===== config.mk =====
export PLATFORM = sky130hd
export DESIGN_NAME = multicycle_controller
export DESIGN_NICKNAME = d
export VERILOG_FILES = /design/src/rtl/rv_ctrl_pkg.sv /design/src/rtl/alu_decoder.sv /design/src/rtl/multicycle_controller.sv
export SDC_FILE = /design/constraint.sdc
export NUM_CORES = 1
export LEC_CHECK = 0
export BUFFER_PORTS_ARGS = -buffer_cell sky130_fd_sc_hd__buf_2
export CORE_MARGIN = 2
export CORE_UTILIZATION = 43
export DETAILED_ROUTE_END_ITERATION = 16
export PLACE_DENSITY = 0.73
export SLEW_MARGIN = 20
export SYNTH_ARGS = -nofsm -noshare
export SYNTH_HDL_FRONTEND = slang
export SYNTH_SLANG_ARGS = --single-unit

===== constraint.sdc =====
create_clock -name clk -period 2.3 [get_ports clk]
set_input_delay 0.345 -clock clk [delete_from_list [all_inputs] [get_ports clk]]
set_output_delay 0.345 -clock clk [all_outputs]
set_load 0.01 [all_outputs]

===== src/rtl/rv_ctrl_pkg.sv =====
// Shared definitions for the multicycle RV32I controller and its ALU decoder.
// Build option: MC_CTRL_ILLEGAL_TRAP_EN adds the sticky ILLEGAL trap state.
package rv_ctrl_pkg;

  typedef enum logic [3:0] {
    S_FETCH   = 4'd0,
    S_DECODE  = 4'd1,
    S_MEMADR  = 4'd2,
    S_MEMREAD = 4'd3,
    S_MEMWB   = 4'd4,
    S_MEMWR   = 4'd5,
    S_EXECR   = 4'd6,
    S_EXECI   = 4'd7,
    S_ALUWB   = 4'd8,
    S_JAL     = 4'd9,
    S_BEQ     = 4'd10
`ifdef MC_CTRL_ILLEGAL_TRAP_EN
    , S_ILLEGAL = 4'd11
`endif
  } ctrl_state_t;

  typedef enum logic [1:0] {
    ALUOP_ADD   = 2'b00,
    ALUOP_SUB   = 2'b01,
    ALUOP_FUNCT = 2'b10
  } alu_op_t;

  localparam logic [6:0] OP_LOAD   = 7'b0000011;
  localparam logic [6:0] OP_STORE  = 7'b0100011;
  localparam logic [6:0] OP_RTYPE  = 7'b0110011;
  localparam logic [6:0] OP_ITYPE  = 7'b0010011;
  localparam logic [6:0] OP_JAL    = 7'b1101111;
  localparam logic [6:0] OP_BRANCH = 7'b1100011;

  localparam logic [2:0] ALUCTL_ADD = 3'b000;
  localparam logic [2:0] ALUCTL_SUB = 3'b001;
  localparam logic [2:0] ALUCTL_AND = 3'b010;
  localparam logic [2:0] ALUCTL_OR  = 3'b011;
  localparam logic [2:0] ALUCTL_XOR = 3'b100;
  localparam logic [2:0] ALUCTL_SLT = 3'b101;

  localparam logic [1:0] IMM_I = 2'b00;
  localparam logic [1:0] IMM_S = 2'b01;
  localparam logic [1:0] IMM_B = 2'b10;
  localparam logic [1:0] IMM_J = 2'b11;

  // Shift and SLTU encodings have no ALU support in this core.
  function automatic logic funct3_reserved(input logic [2:0] f3);
    return (f3 == 3'b001) || (f3 == 3'b011) || (f3 == 3'b101);
  endfunction

endpackage


===== src/rtl/alu_decoder.sv =====
// Combinational ALUOp/funct decode to the 3-bit ALUControl command.
module alu_decoder
  import rv_ctrl_pkg::*;
(
  input  alu_op_t     alu_op_i,
  input  logic [2:0]  funct3_i,
  input  logic        op5_i,
  input  logic        funct7b5_i,
  output logic [2:0]  alu_control_o
);

  // funct3 lookup, with SUB only for R-type carrying funct7[5]
  always_comb begin
    alu_control_o = ALUCTL_ADD;
    case (alu_op_i)
      ALUOP_ADD: alu_control_o = ALUCTL_ADD;
      ALUOP_SUB: alu_control_o = ALUCTL_SUB;
      ALUOP_FUNCT: begin
        case (funct3_i)
          3'b000: begin
            if (op5_i && funct7b5_i) begin
              alu_control_o = ALUCTL_SUB;
            end else begin
              alu_control_o = ALUCTL_ADD;
            end
          end
          3'b010:  alu_control_o = ALUCTL_SLT;
          3'b100:  alu_control_o = ALUCTL_XOR;
          3'b110:  alu_control_o = ALUCTL_OR;
          3'b111:  alu_control_o = ALUCTL_AND;
          default: alu_control_o = ALUCTL_ADD;
        endcase
      end
      default: alu_control_o = ALUCTL_ADD;
    endcase
  end

endmodule


===== src/rtl/multicycle_controller.sv =====
// Multicycle RV32I control FSM driving the shared-ALU datapath.
// Build option: MC_CTRL_ILLEGAL_TRAP_EN enables the sticky illegal-instruction trap.
module multicycle_controller
  import rv_ctrl_pkg::*;
(
  input  logic       clk,
  input  logic       reset,
  input  logic [6:0] op,
  input  logic [2:0] funct3,
  input  logic       funct7b5,
  input  logic       Zero,
  output logic       PCWrite,
  output logic       AdrSrc,
  output logic       MemWrite,
  output logic       IRWrite,
  output logic       RegWrite,
  output logic [1:0] ResultSrc,
  output logic [1:0] ALUSrcA,
  output logic [1:0] ALUSrcB,
  output logic [1:0] ImmSrc,
  output logic [2:0] ALUControl,
  output logic       IllegalInstr
);

  ctrl_state_t state_q, state_d;

  alu_op_t     alu_op_s;
  logic        pc_update_s;
  logic        branch_s;
  logic        adr_src_s;
  logic        mem_write_s;
  logic        ir_write_s;
  logic        reg_write_s;
  logic [1:0]  result_src_s;
  logic [1:0]  alu_src_a_s;
  logic [1:0]  alu_src_b_s;
  logic [1:0]  imm_src_s;
  logic [2:0]  alu_control_s;
  logic        illegal_s;

  // State register; reset always lands in FETCH
  always_ff @(posedge clk) begin
    if (reset) begin
      state_q <= S_FETCH;
    end else begin
      state_q <= state_d;
    end
  end

  // Next-state and per-state control decode
  always_comb begin
    state_d      = S_FETCH;
    alu_op_s     = ALUOP_ADD;
    pc_update_s  = 1'b0;
    branch_s     = 1'b0;
    adr_src_s    = 1'b0;
    mem_write_s  = 1'b0;
    ir_write_s   = 1'b0;
    reg_write_s  = 1'b0;
    result_src_s = 2'b00;
    alu_src_a_s  = 2'b00;
    alu_src_b_s  = 2'b00;
    illegal_s    = 1'b0;
    case (state_q)
      S_FETCH: begin
        ir_write_s   = 1'b1;
        alu_src_b_s  = 2'b10;
        result_src_s = 2'b10;
        pc_update_s  = 1'b1;
        state_d      = S_DECODE;
      end
      S_DECODE: begin
        // Precompute the branch/jump target off OldPC while the opcode resolves
        alu_src_a_s = 2'b01;
        alu_src_b_s = 2'b01;
        case (op)
          OP_LOAD, OP_STORE: state_d = S_MEMADR;
`ifdef MC_CTRL_ILLEGAL_TRAP_EN
          OP_RTYPE: state_d = funct3_reserved(funct3) ? S_ILLEGAL : S_EXECR;
          OP_ITYPE: state_d = funct3_reserved(funct3) ? S_ILLEGAL : S_EXECI;
`else
          OP_RTYPE: state_d = S_EXECR;
          OP_ITYPE: state_d = S_EXECI;
`endif
          OP_JAL:    state_d = S_JAL;
          OP_BRANCH: state_d = S_BEQ;
`ifdef MC_CTRL_ILLEGAL_TRAP_EN
          default:   state_d = S_ILLEGAL;
`else
          default:   state_d = S_FETCH;
`endif
        endcase
      end
      S_MEMADR: begin
        alu_src_a_s = 2'b10;
        alu_src_b_s = 2'b01;
        state_d     = op[5] ? S_MEMWR : S_MEMREAD;
      end
      S_MEMREAD: begin
        adr_src_s = 1'b1;
        state_d   = S_MEMWB;
      end
      S_MEMWB: begin
        result_src_s = 2'b01;
        reg_write_s  = 1'b1;
        state_d      = S_FETCH;
      end
      S_MEMWR: begin
        adr_src_s   = 1'b1;
        mem_write_s = 1'b1;
        state_d     = S_FETCH;
      end
      S_EXECR: begin
        alu_src_a_s = 2'b10;
        alu_op_s    = ALUOP_FUNCT;
        state_d     = S_ALUWB;
      end
      S_EXECI: begin
        alu_src_a_s = 2'b10;
        alu_src_b_s = 2'b01;
        alu_op_s    = ALUOP_FUNCT;
        state_d     = S_ALUWB;
      end
      S_ALUWB: begin
        reg_write_s = 1'b1;
        state_d     = S_FETCH;
      end
      S_JAL: begin
        alu_src_a_s = 2'b01;
        alu_src_b_s = 2'b10;
        pc_update_s = 1'b1;
        state_d     = S_ALUWB;
      end
      S_BEQ: begin
        alu_src_a_s = 2'b10;
        alu_op_s    = ALUOP_SUB;
        branch_s    = 1'b1;
        state_d     = S_FETCH;
      end
`ifdef MC_CTRL_ILLEGAL_TRAP_EN
      S_ILLEGAL: begin
        illegal_s = 1'b1;
        state_d   = S_ILLEGAL;
      end
`endif
      default: begin
        state_d = S_FETCH;
      end
    endcase
  end

  // Immediate format depends on the opcode alone
  always_comb begin
    imm_src_s = IMM_I;
    case (op)
      OP_STORE:  imm_src_s = IMM_S;
      OP_BRANCH: imm_src_s = IMM_B;
      OP_JAL:    imm_src_s = IMM_J;
      default:   imm_src_s = IMM_I;
    endcase
  end

  alu_decoder u_alu_decoder (
    .alu_op_i      (alu_op_s),
    .funct3_i      (funct3),
    .op5_i         (op[5]),
    .funct7b5_i    (funct7b5),
    .alu_control_o (alu_control_s)
  );

  // Reset masks every output so no strobe escapes an aborted instruction
  always_comb begin
    if (reset) begin
      PCWrite      = 1'b0;
      AdrSrc       = 1'b0;
      MemWrite     = 1'b0;
      IRWrite      = 1'b0;
      RegWrite     = 1'b0;
      ResultSrc    = 2'b00;
      ALUSrcA      = 2'b00;
      ALUSrcB      = 2'b00;
      ImmSrc       = 2'b00;
      ALUControl   = 3'b000;
      IllegalInstr = 1'b0;
    end else begin
      PCWrite      = pc_update_s | (branch_s & Zero);
      AdrSrc       = adr_src_s;
      MemWrite     = mem_write_s;
      IRWrite      = ir_write_s;
      RegWrite     = reg_write_s;
      ResultSrc    = result_src_s;
      ALUSrcA      = alu_src_a_s;
      ALUSrcB      = alu_src_b_s;
      ImmSrc       = imm_src_s;
      ALUControl   = alu_control_s;
      IllegalInstr = illegal_s;
    end
  end

endmodule


# --- Word-level counts from Yosys, hierarchy flattened ---
# Cells that the tools add are included.
totals:
  reg_bits: 4
  latchBits: 0
  mem_bits_rw: 0
  mem_bits_ro: 0
  inputBits: 14
  output_inout_bits: 17
  word_cells: 64
  memories: 0
op_classes:
  addsub: 0
  multipliers: 0
  div: 0
  n_lt_le_gt_ge: 0
  eq_ne: 22
  shifts: 0
  mux: 27
  bitwise: 2
  n_reduce_logical: 12
ops:
  columns: ["cell", "n"]
  rows:
  - ["$pmux W4 S5", 2]
  - ["$eq A4 B3 Y1 const B", 4]
  - ["$pmux W2 S2", 4]
  - ["$pmux W3 S5", 1]
  - ["$eq A7 B6 Y1 const B", 2]
  - ["$eq A7 B7 Y1 const B", 2]
  - ["$eq A4 B4 Y1 const B", 3]
  - ["$mux W1", 12]
  - ["$reduce_or A2 Y1", 6]
  - ["$eq A3 B3 Y1 const B", 3]
  - ["$eq A4 B2 Y1 const B", 2]
  - ["$mux W2", 4]
  - ["$eq A7 B2 Y1 const B", 1]
  - ["$eq A7 B5 Y1 const B", 1]
  - ["$mux W3", 2]
  - ["$pmux W2 S3", 1]
  - ["$pmux W3 S2", 1]
  - ["$reduce_or A3 Y1", 2]
  - ["$eq A4 B1 Y1 const B", 1]
  - ["$logic_not A4 Y1", 1]
  - ["$reduce_or A4 Y1", 1]
  - ["$eq A3 B2 Y1 const B", 1]
  - ["$logic_not A3 Y1", 1]
  - ["$eq A2 B1 Y1 const B", 1]
  - ["other kinds (4)", 4]

# --- Logic depth before layout (Yosys ltp) ---
logic_depth:
  ltp_word: 6
  mapped_depth: 8
  depth_no_buf: 7

# --- By module ---
# A second synthesis with hierarchy kept.
hier_totals:
  cells_unflattened: 77
  hier_area_um2: 566.8
modules_own_cells:
  columns: ["mod", "n_inst", "cells_each", "area_per_inst_um2", "seq_area_each_um2"]
  rows:
  - ["multicycle_controller", 1, 65, 467.9, 80.1]
  - ["alu_decoder", 1, 12, 98.8, 0.0]

# --- Worst setup path after synthesis ---
# Ideal clock, no wire load.
synth_timing:
  path_kind: "register to output"
  from: "register state_q[1]"
  to: "output ALUControl[2]"
  t_arrival_ns: 1.692
  setup_slack_ns: 0.263
  stages_incl_launch_ff: 7
  n_path_buf: 1
  cell_sequence: "dfxtp_1 -> buf_6 -> nor2b_1 -> nand2_1 -> or2_2 -> ha_1 -> nor4_1"
synth_between:
  elab_chain_cells: 6
  word_cells_on_any_way: 9
synth_rtl:
  columns: ["element", "line_no", "text"]
  rows:
  - ["from (decl)", "multicycle_controller.sv:25", "ctrl_state_t state_q, state_d;"]
  - ["from (signal assigned)", "multicycle_controller.sv:46", "state_q <= state_d;"]
  - ["$eq A4 B3 Y1", "multicycle_controller.sv:64", "case (state_q)"]
  - ["$reduce_or A2 Y1 (no source line)", null, null]
  - ["$pmux W2 S2 *", "multicycle_controller.sv:64", null]
  - ["$eq A2 B2 Y1 / $eq A2 B1 Y1 (equally long branches)", "alu_decoder.sv:15", "case (alu_op_i)"]
  - ["$pmux W3 S2 *", "alu_decoder.sv:15", null]
  - ["$mux W3 *", "multicycle_controller.sv:173", "if (reset) begin"]
  - ["to (decl)", "multicycle_controller.sv:21", "output logic [2:0] ALUControl,"]
# Every way passes the cells marked *; elsewhere a longest branch is shown, timed or not.

# --- Worst setup path in the final report ---
# Ends and elaborated chain as after synthesis.

==> flow_summary.ini <==
[global_route]
grt_overflow = 0
grt_max_degree = 16
grt_pass1_wl_um = 2132
grt_usage = 0.1958
grt_pass1_vias = 518
antenna_found_initial = 0

[yosys]
synth_nets = 100
async_flop_share = 0
yosysUniqueCellTypes = 41
synthAdderAreaFrac = 0.04202
netlist_area_um2 = 595.6
netlist_instances = 84
synth_xor_area_frac = 0.07353
synth-simple-area-share = 0.4538
synthFlopType = dfxtp_1
avgSynthCellArea_um2 = 7.090
synth_compound_area_frac = 0.1765
ys_ff_latch = 4
synth_edf_count = 0
yosys-mux-area-fraction = 0
synth_top_family_by_area = simple AND/OR/NAND/NOR gates
ys_warn_count = 0
synth-seq-area-share = 0.1345

[critical_path]
crit_path_max_fanout = 2
r2r_end = state_q[2]
r2r_start = state_q[1]
required_ps = 1960
crit_type = reg -> out
crit_family = simple AND/OR/NAND/NOR gates
start_kind = flop
critPathMaxStageDelay_ps = 320
critPathCaptureType = primary output
slowest_stage = dfxtp_1
startpoint = state_q[1]
crit_cells = 6
arrival_ps = 1760
reg2reg_depth = 4
path_buf_inv = 1
crit_chain = nor2b_2, nand2_1, or2_2, ha_1, nor4_1, buf_2
ff2ff_setup_slack_ps = 980
worstSetupEndpoint = ALUControl[2]

[min_path]
min_from = reset
hold_class = in -> reg
hold_depth = 2

[clocking]
cts_max_level = 1
cts-buffers-inserted = 3
clockBufferDepth = 2
clkSinkCount = 4
cts_tree = yes
ctsHoldBuffers = 0
post-cts-setup-buffers = 0
clk-insertion-delay-late_ps = 230
cts_root_buf = clkbuf_4
clk_pin_slew_ps = 40

[routing]
antenna_left = 0
drc = 0
first_pass_iters = 4
wl_per_cell_um = 11.16
via_per_inst = 5.354
drt_iter0_markers = 9
routed-via-count = 680
drt-total-wl_um = 1417

[floorplanning]
die_w_um = 41.22
initial_utilization = 0.4577
fp.dieArea_mm2 = 0.001699
rows = 13
coreArea_mm2 = 0.001301
fp.dieH_um = 41.22
io_pins = 31

[cells_and_area]
final_area_um2 = 765.7
top_register = state_q
final_core_util = 0.5885
instances_no_fill = 127
layout-drive-gt1-share = 0.3750
multi_input_area_um2 = 450.4
fill_cells = 128
final_nets = 130
reg.largest.list = state_q: 4 flops
largest_reg_flops = 4
ff_latch_area_um2 = 81.33
n_antenna_cell = 0
syn_to_final_growth_pct = 28.57

[status]
outcome = finished clean

[timing]
hold_viol = 0
period_share = 0.9146
final-setup-viol-count = 0
final.min_clock_period_ps = 2104
skew_ps = 0.3644
maxSlewViolCount = 0
timing.fmax_ghz = 0.4754
setup_tns_ps = 0
rsz0062_at_grt = no

[place]
io_buffers = 29
dp.cells = 124
place_area_um2 = 739.5
place_congestion = 0.7372
place_hpwl_um = 1126

[run]
cap_violations = 0

[power]
leakagePower_uw = 0.0003552
power_density_mw_per_mm2 = 296.9
power_uw = 227.4
ir_worst_vdd_mv = 0.2360
[layout make-up]
class / instances / share of cell area
clock buffers: 3 / 0.02941
inverters: 4 / 0.02288
multi-input cells: 68 / 0.5882
flip-flops and latches: 4 / 0.1062
well taps: 15 / 0.02451
repair buffers: 33 / 0.2288
[Yosys cell counts, types with 2 or more instances]
library cell / instances / area share
nor2_1: 7 / 0.044
nor4_1: 3 / 0.032
xnor2_1: 3 / 0.044
buf_2: 4 / 0.034
nand2_1: 7 / 0.044
a21oi_1: 2 / 0.017
ha_1: 2 / 0.042
a21boi_1: 2 / 0.025
xor2_1: 2 / 0.029
nor3b_1: 2 / 0.025
nor2b_1: 7 / 0.074
and3b_1: 2 / 0.029
inv_1: 3 / 0.019
nor3_1: 4 / 0.034
dfxtp_1: 4 / 0.13
nand2b_1: 2 / 0.021
a211oi_1: 2 / 0.025
nand3_1: 2 / 0.017
buf_4: 2 / 0.025
[kinds of logic after synthesis]
logic type               Yosys count
AND/OR/NAND/NOR                   46
AO/OA/AOI/OAI                     14
buffers and inverters             12
XOR/XNOR                           5
flip-flops                         4
adder cells (fa/ha/maj)            2
other                              1
[metrics by stage]
step,setup WS (ps),hold WS (ps)
detailed placement,349.5,691.9
finish,196.5,454.9
CTS,95.62,456.2
global placement,381.1,680.6
global route,36.47,472.0
floorplan,263.5,502.8
[cells in the final DEF (no fill, tap or decap), drive strengths merged, types with 2 or more instances in the layout]
master,n
nor3,5
and3b,2
nor3b,2
inv,4
nor4,3
a211oi,2
nor2b,7
a21oi,2
or2,2
nand2b,2
ha,2
nand2,7
clkbuf,3
xor2,2
xnor2,3
buf,33
nor2,7
nand3,2
dfxtp,4
a21boi,2
[worst min-delay path by stage]
stage,end
4_1_cts,state_q[3]
3_5_place_dp,state_q[3]
2_1_floorplan,state_q[2]
6_report,state_q[3]
3_3_place_gp,state_q[3]
5_1_grt,state_q[3]
[repair_timing]
item                                    in CTS  in global routing
gates resized for setup                      0                  2
endpoints found under the setup margin       0                  1
hold endpoints to repair                     0                  0
[routing by layer]
| layer | GRT usage | vias to the layer above | share of wire |
|---|---|---|---|
| met5 | 0 | - | 0 |
| met4 | 0.1452 | 0 | 0.0099 |
| met3 | 0.01630 | 2 | 0.064 |
| met2 | 0.3242 | 28 | 0.44 |
| met1 | 0.2315 | 293 | 0.48 |
| li1 | - | 357 | - |
[power breakdown]
part	total, uW	internal (uW)	switching, uW
registers	72.6	71.5	1.13
logic	69.5	31.0	38.5
clock network	85.2	58.3	27.0
(Power assumes the default switching activity.)
